$ cat src/rtl/game_speed_ctrl.sv
// Game-rate controller feeding the game-tick timer: run state, level, elapsed ticks,
// and the dividend/enable/reload controls for the downstream timer.
module game_speed_ctrl #(
  parameter int BASE_RATE      = 1,
  parameter int RATE_STEP      = 1,
  parameter int MAX_LEVEL      = 9,
  parameter int HITS_PER_LEVEL = 5
) (
  input  logic        clk,
  input  logic        resetn,
  input  logic        start,
  input  logic        pause,
  input  logic        game_over,
  input  logic        hit,
  input  logic        tick,
  output logic [25:0] dividend,
  output logic        timer_enable,
  output logic        timer_resetn,
  output logic [3:0]  level,
  output logic [15:0] elapsed,
  output logic        running,
  output logic        over
);

  localparam int HIT_W = (HITS_PER_LEVEL > 1) ? $clog2(HITS_PER_LEVEL) : 1;
  localparam logic [HIT_W-1:0] HIT_LAST  = HIT_W'(HITS_PER_LEVEL - 1);
  localparam logic [3:0]       LEVEL_MAX = 4'(MAX_LEVEL);
  localparam logic [25:0]      BASE_W    = 26'(BASE_RATE);
  localparam logic [25:0]      STEP_W    = 26'(RATE_STEP);

  typedef enum logic [1:0] {IDLE, RUN, PAUSED, OVER} state_t;

  state_t            state_reg, state_next;
  logic [3:0]        level_reg, level_next;
  logic [HIT_W-1:0]  hit_cnt_reg, hit_cnt_next;
  logic [15:0]       elapsed_reg, elapsed_next;
  logic [25:0]       dividend_reg, dividend_next;
  logic              reload_next;
  logic              timer_resetn_reg, timer_enable_reg, running_reg, over_reg;

  always_comb begin
    state_next   = state_reg;
    level_next   = level_reg;
    hit_cnt_next = hit_cnt_reg;
    elapsed_next = elapsed_reg;
    reload_next  = 1'b0;

    if (start) begin
      state_next   = RUN;
      level_next   = 4'd0;
      hit_cnt_next = '0;
      elapsed_next = 16'd0;
      reload_next  = 1'b1;
    end else begin
      case (state_reg)
        RUN: begin
          if (game_over) begin
            state_next = OVER;
          end else if (pause) begin
            state_next = PAUSED;
          end else begin
            if (tick && elapsed_reg != 16'hFFFF)
              elapsed_next = elapsed_reg + 16'd1;
            if (hit) begin
              if (hit_cnt_reg == HIT_LAST) begin
                hit_cnt_next = '0;
                // At the top level the hit counter still wraps, but the timer keeps its rate.
                if (level_reg < LEVEL_MAX) begin
                  level_next  = level_reg + 4'd1;
                  reload_next = 1'b1;
                end
              end else begin
                hit_cnt_next = hit_cnt_reg + 1'b1;
              end
            end
          end
        end
        PAUSED: begin
          if (game_over)
            state_next = OVER;
          else if (!pause)
            state_next = RUN;
        end
        default: ;
      endcase
    end

    dividend_next = BASE_W + 26'(level_next) * STEP_W;
  end

  always_ff @(posedge clk or negedge resetn) begin
    if (!resetn) begin
      state_reg        <= IDLE;
      level_reg        <= 4'd0;
      hit_cnt_reg      <= '0;
      elapsed_reg      <= 16'd0;
      dividend_reg     <= BASE_W;
      timer_resetn_reg <= 1'b0;
      timer_enable_reg <= 1'b0;
      running_reg      <= 1'b0;
      over_reg         <= 1'b0;
    end else begin
      state_reg        <= state_next;
      level_reg        <= level_next;
      hit_cnt_reg      <= hit_cnt_next;
      elapsed_reg      <= elapsed_next;
      dividend_reg     <= dividend_next;
      // Low for exactly the cycle after a restart or level-up so the timer reloads.
      timer_resetn_reg <= ~reload_next;
      timer_enable_reg <= (state_next == RUN);
      running_reg      <= (state_next == RUN);
      over_reg         <= (state_next == OVER);
    end
  end

  assign dividend     = dividend_reg;
  assign timer_enable = timer_enable_reg;
  assign timer_resetn = timer_resetn_reg;
  assign level        = level_reg;
  assign elapsed      = elapsed_reg;
  assign running      = running_reg;
  assign over         = over_reg;

endmodule

$ cat config.mk
export PLATFORM = sky130hd
export DESIGN_NAME = game_speed_ctrl
export DESIGN_NICKNAME = d
export VERILOG_FILES = /design/src/rtl/game_speed_ctrl.sv
export SDC_FILE = /design/constraint.sdc
export NUM_CORES = 1
export LEC_CHECK = 0
export CAP_MARGIN = 20
export CORE_AREA = 2 2 66 68
export CTS_CLUSTER_SIZE = 30
export DETAILED_ROUTE_END_ITERATION = 8
export DIE_AREA = 0 0 68 70
export PLACE_DENSITY = 0.81
export SETUP_SLACK_MARGIN = 0.1
export SYNTH_ARGS = -nofsm -noshare
export SYNTH_HDL_FRONTEND = slang
export SYNTH_SLANG_ARGS = --single-unit
$ cat constraint.sdc
create_clock -name clk -period 3.1 [get_ports clk]
set_input_delay 0.465 -clock clk [delete_from_list [all_inputs] [get_ports clk]]
set_output_delay 0.465 -clock clk [all_outputs]
set_load 0.01 [all_outputs]
==> reports/metrics.yaml, run 1 <==
run_status:
  status: "complete, no violations"
yosys:
  ys_ff_latch: 33
  synth_top_family_by_area: "simple AND/OR/NAND/NOR gates"
  synthXorXnorAreaFrac_pct: 6.129
  synth_fa_ha_area_share_pct: 4.378
  synth.area.mux_share_pct: 2.001
  netlist_area_sq_um: 2001
  syn_inst: 202
  synthSimpleGateAreaFrac_pct: 25.14
  synthFlopType: "dfrtp_1"
  synth_compound_gate_area_share_pct: 9.756
  yosys_warnings: 0
  yosys.cell_types.count: 43
  synth-edff-count: 0
  avgSynthCellArea_sq_um: 9.904
  async_flop_share_pct: 100.0
  ys_seq_area_share_pct: 41.34
run:
  cap_violations: 0
global_routing:
  grt_pass1_wl_um: 6541
  track_usage_pct: 18.04
  grt_max_degree: 34
  grt_pass1_vias: 1437
  grt_remaining_overflow: 0
  antenna_found_initial: 0
detailed_routing:
  wirelength_um: 3791
  drtIter0Drc: 103
  ant_nets: 0
  first_pass_iters: 4
  wl_per_cell_um: 12.89
  via_per_inst: 5.010
  drc_errors: 0
  via_count: 1473
clocking:
  hold_buffers: 0
  root_buffer: "clkbuf_8"
  clk_pin_slew_ns: 0.08
  clkLatencyLatePin_ns: 0.29
  clockBufferDepth: 2
  cts_resized: 0
  cts-buffers-inserted: 5
  clock_sinks: 33
  cts_tree: "built"
  post_cts_buffers: 0
  htreeDepth: 2
power:
  vdd_drop_max_mv: 0.2821
  total_power_mw: 1.151
  power.density_nw_per_um2: 471.0
  p_leak_nw: 1.062
die:
  die_w_um: 68
  num_io_pins: 57
  core_area_sq_um: 4144
  start_util_pct: 48.28
  die_area_sq_um: 4760
  row_count: 24
  die_h_um: 70
hold_path:
  hold_path_class: "flop to flop"
  holdPathStages: 2
setup_path:
  critPathLaunch: "pause"
  max_stage_delay_ns: 0.50
  cp-end-kind: "flop"
  r2r.worst_path.cells: 8
  slowest_stage: "clkdlybuf4s50_1"
  crit_path_start_kind: "input port"
  rr_endpoint: "elapsed[13]"
  cp_cell_sequence: "clkdlybuf4s50_1, nand4bb_1, buf_4, nor4b_4, o2111ai_1, xor2_1, nor2_1"
  ff2ff_setup_slack_ns: 0.87
  path_delay_family: "simple AND/OR/NAND/NOR gates"
  path_max_fanout: 9
  worstPathArrival_ns: 2.40
  r2r-start: "state_reg[1]"
  endpoint: "elapsed[13]"
  cp.required_ns: 3.27
  crit_buf_inv: 2
  worstSetupPathType: "input port to flop"
  cp.depth: 7
finish:
  syn_to_final_growth_pct: 22.20
  drive_gt1_share_pct: 10.33
  largest_reg_flops: 16
  stdcell_area_sq_um: 2445
  antennaDiodeCount: 0
  fin_cells: 294
  nets: 255
sta:
  clock.fmax_ghz: 0.4481
  period_minus_slack_ns: 2.232
  layout_setup_ws_ns: 0.8682
  tns_ns: 0
  drv_slew: 0
  hold_viol: 0
  fin_skew_ns: 0.008901
  rsz0062_at_grt: "no"
  post-route-period-util_pct: 71.99
  finalSetupViolCount: 0
place:
  gp_congestion: 0.7872
  numPortBuffers: 35
  dpl_cell_area_sq_um: 2330
  dp.final_hpwl_um: 2710
  pre_cts_slack_ns: 0.5632
  dp_cells: 286
## power breakdown
part           total (mW)  switching (mW)  leakage, nW  internal [mW]
logic               0.262           0.154        0.561          0.107
clock network       0.410           0.170       0.0543          0.240
registers           0.480          0.0219        0.447          0.458
## worst min-delay path, stage by stage (launching register included)
cell and delay [ns]:
dfrtp_1 0.40, nand2_1 0.06, a21oi_1 0.05
## through the flow
step	hold slack (ns)	utilization [%]
2_1_floorplan	0.1694	-
3_3_place_gp	0.5344	56.22
3_5_place_dp	0.5370	56.22
4_1_cts	0.5477	59.00
5_1_grt	0.5874	59.00
6_report	0.5422	59.00
## cells by family (layout without fill, tap and decap cells)
group | count (synthesis) | in the layout
compound gates | 26 | 26
flops | 33 | 33
mux | 4 | 4
xor+xnor | 14 | 14
fa+ha+maj | 7 | 7
simple gates | 81 | 81
other cells | 1 | 21
buf+inv | 36 | 56
## routing by layer
| layer | up-vias | wire length (um) | part of all wire [%] | global-route usage, % |
|---|---|---|---|---|
| met5 | - | 0 | 0 | 0 |
| met4 | 0 | 72 | 1.9 | 6.000 |
| met3 | 7 | 165 | 4.4 | 5.153 |
| met2 | 30 | 1903 | 50 | 29.02 |
| met1 | 711 | 1650 | 44 | 22.96 |
| li1 | 725 | - | - | - |
## synth_stat cells (2+ instances only)
master     count  share of area, %
nand3_1        5               1.3
or3_1          2              0.63
nand4_1        3              0.94
a21oi_1       12               3.0
nand2_1       12               2.3
o2111ai_1      2              0.88
nor3_1         8               2.0
xnor2_1       10               4.4
inv_1         10               1.9
nand2b_1       2              0.63
nor2_1        27               5.1
nor4_4         2               2.1
ha_1           7               4.4
clkbuf_1       3              0.56
and3_1         2              0.63
dfrtp_1       32                40
mux2i_1        4               2.0
o21ai_0        6               1.5
xor2_1         4               1.8
buf_4         23               8.6
nor2b_1        3              0.94
nor4_1         2              0.63
## worst min-delay path by stage
stage,startpoint,end,slack (ns)
2_1_floorplan,resetn,dividend[1],0.17
5_1_grt,hit_cnt_reg[1],hit_cnt_reg[1],0.59
3_3_place_gp,hit_cnt_reg[1],hit_cnt_reg[1],0.53
6_report,hit_cnt_reg[1],hit_cnt_reg[1],0.54
4_1_cts,hit_cnt_reg[1],hit_cnt_reg[1],0.55
3_5_place_dp,hit_cnt_reg[1],hit_cnt_reg[1],0.54
## cells in the final DEF, fill, tap and decap left out, types with 3 or more instances in the layout
cell type	netlist	routed
inv_1	10	10
nor3_1	8	8
xnor2_1	10	10
conb_1	1	21
xor2_1	4	4
dfrtp_1	32	32
ha_1	7	7
nand3_1	5	5
clkbuf_8	0	5
nor2_1	27	27
clkdlybuf4s50_1	0	35
nand4_1	3	3
nor2b_1	3	3
a21oi_1	12	12
nand2_1	12	12
mux2i_1	4	4
buf_4	23	3
o21ai_0	6	6
## area by class of cell
type	instances	area [sq um]
Fill cell	373	1699
Multi-Input combinational cell	153	1027
Sequential cell	33	827.0
Timing Repair Buffer	38	372.9
Clock buffer	5	68.82
Tap cell	52	65.06
Clock inverter	3	46.29
Inverter	10	37.54
Power figures use the tool's default switching activity.
==> run 2: changes to the inputs <==
Settings changed: CORE_AREA 2 2 66 68 to 2 2 68 70, DIE_AREA 0 0 68 70 to 0 0 70 72, PLACE_DENSITY 0.81 to 0.76.
Clock period 3.1 ns to 2.3 ns, I/O delays scaled along.
==> run 2 against run 1 <==
Compared with the run above: hold slack got worse by 0.080 ns; clock-buffer cell count is 3 higher; critical path depth did not move; total power up 24%; largest power group unchanged; highest routed layer unchanged.
==> reports/metrics.yaml, run 2 (synthesis results as in run 1) <==
place:
  dp.final_hpwl_um: 2665  # was 2710 um
  pre_cts_slack_ns: 0.09222  # was 0.5632 ns
  numPortBuffers: 35  # unchanged
  gp_congestion: 0.7821  # was 0.7872
  dpl_cell_area_sq_um: 2352  # was 2330 sq um
sta:
  rsz0062_at_grt: "no"  # unchanged
  finalSetupViolCount: 0  # unchanged
  period_minus_slack_ns: 1.988
  tns_ns: 0  # unchanged
  hold_ws_ns: 0.4620  # was 0.5422 ns
  clock.fmax_ghz: 0.5031
  hold_viol: 0  # unchanged
  fin_skew_ns: 0.009272  # was 0.008901 ns
  layout_setup_ws_ns: 0.3123  # was 0.8682 ns
  drv_slew: 0  # unchanged
  post-route-period-util_pct: 86.42
finish:
  nets: 258  # was 255
  largest_reg_flops: 16  # unchanged
  num-fill-cells: 375  # was 373
  antennaDiodeCount: 0  # unchanged
  drive_gt1_share_pct: 10.61  # was 10.33%
  syn_to_final_growth_pct: 22.08  # was 22.20%
  seq_area_sq_um: 827.0  # unchanged
  stdcell_area_sq_um: 2442  # was 2445 sq um
  layout_common_cells: "clkdlybuf4s50_1 (35), dfrtp_1 (32), nor2_1 (27), conb_1 (21)"  # unchanged
  multi_input_area_sq_um: 1027  # unchanged
  mostFrequentLayoutCell: "clkdlybuf4s50_1"  # unchanged
setup_path:
  crit_path_start_kind: "flop"  # was input port
  ff2ff_setup_slack_ns: 0.31  # was 0.87 ns
  r2r-start: "state_reg[1]"  # unchanged
  path_delay_family: "simple AND/OR/NAND/NOR gates"  # unchanged
  max_stage_delay_ns: 0.41  # was 0.50 ns
  rr_endpoint: "elapsed[9]"  # was elapsed[13]
  cp-end-kind: "flop"  # unchanged
  cp.depth: 7  # unchanged
  worstPathArrival_ns: 2.20  # was 2.40 ns
  r2r.worst_path.cells: 7  # was 8
  slowest_stage: "dfrtp_1"  # was clkdlybuf4s50_1
  cp.required_ns: 2.51  # was 3.27 ns
  path_max_fanout: 11  # was 9
  crit_buf_inv: 2  # unchanged
  cp_cell_sequence: "inv_1, ha_1, nand4bb_1, buf_4, or2_2, or3_1, a21oi_1"  # was clkdlybuf4s50_1, nand4bb_1, buf_4, nor4b_4, o2111ai_1, xor2_1, nor2_1
  worstSetupPathType: "flop to flop"  # was input port to flop
die:
  die_area_sq_um: 5040  # was 4760 sq um
  core_area_sq_um: 4264  # was 4144 sq um
  start_util_pct: 46.92  # was 48.28%
  row_count: 24  # unchanged
  die_h_um: 72  # was 70 um
  die_w_um: 70  # was 68 um
  num_io_pins: 57  # unchanged
detailed_routing:
  wl_per_cell_um: 11.94  # was 12.89 um
  via_count: 1479  # was 1473
  wirelength_um: 3547  # was 3791 um
  drtIter0Drc: 79  # was 103
  via_per_inst: 4.980  # was 5.010
  first_pass_iters: 4  # unchanged
  drc_errors: 0  # unchanged
  ant_nets: 0  # unchanged
clocking:
  clk_pin_slew_ns: 0.07  # was 0.08 ns
  cts_tree: "built"  # unchanged
  cts-buffers-inserted: 5  # unchanged
  htreeDepth: 2  # unchanged
  clockBufferDepth: 2  # unchanged
  post_cts_buffers: 0  # unchanged
  clock_sinks: 33  # unchanged
  cts_resized: 0  # unchanged
  root_buffer: "clkbuf_8"  # unchanged
  clkLatencyLatePin_ns: 0.28  # was 0.29 ns
  hold_buffers: 0  # unchanged
hold_path:
  hold_path_class: "input port to async pin"  # was flop to flop
global_routing:
  grt_pass1_vias: 1334  # was 1437
  grt_pass1_wl_um: 5968  # was 6541 um
  grt_remaining_overflow: 0  # unchanged
  grt_max_degree: 34  # unchanged
  track_usage_pct: 15.06  # was 18.04%
  antenna_found_initial: 0  # unchanged
power:
  clkPwrFrac_pct: 31.0  # was 35.6%
  total_power_mw: 1.433  # was 1.151 mW
  p_sw_share_pct: 29.69  # was 30.05%
  seq_power_share_pct: 44.8  # was 41.7%
  p_leak_nw: 1.069  # was 1.062 nW
  p_int_mw: 1.007  # was 0.8055 mW
  vdd_drop_max_mv: 0.3793  # was 0.2821 mV
  p_comb_share_pct: 24.2  # was 22.7%
  p_switching_mw: 0.4254  # was 0.3460 mW
  power.density_nw_per_um2: 586.6  # was 471.0 nW/um^2
run_status:
  status: "complete, no violations"  # unchanged
run:
  cap_violations: 0  # unchanged
## run 2: final cells by class
cell class,count,area share (%)
timing repair buffer,41,16.19
clock buffer,8,3.689
inverter,10,1.537
multi-input combinational,153,42.06
sequential,33,33.86
tap,52,2.664
## run 2: through the flow
| step | util (%) | std cells |
|---|---|---|
| final | 57.28 | 297 |
| after global routing | 57.28 | 297 |
| after CTS | 57.28 | 297 |
| after detailed placement | 55.16 | 289 |
| after global placement | 55.16 | 289 |
| after floorplan | - | 222 |
## run 2: worst max-delay path by stage
| stage | start | to | slack (ns) |
|---|---|---|---|
| detailed placement | pause | elapsed[9] | 0.09 |
| finish | state_reg[1] | elapsed[9] | 0.31 |
| global placement | pause | elapsed[9] | 0.13 |
| global route | state_reg[1] | elapsed[9] | 0.16 |
| floorplan | level[0] | dividend[3] | 0.52 |
| CTS | state_reg[1] | elapsed[9] | 0.31 |
## run 2: routing by layer
metal / track usage [%] / wire (um)
met3: 3.194 / 165
met2: 24.34 / 1750
met4: 7.692 / 68
met5: 0 / 0
met1: 19.24 / 1563
## run 2: power by group through the flow
stage / Sequential (mW) / Combinational, mW / Clock [mW]
2_1_floorplan: 0.658 / 0.258 / 0
4_1_cts: 0.642 / 0.349 / 0.460
5_1_grt: 0.648 / 0.390 / 0.486
3_5_place_dp: 0.653 / 0.348 / 0
3_3_place_gp: 0.652 / 0.341 / 0
6_report: 0.642 / 0.346 / 0.445
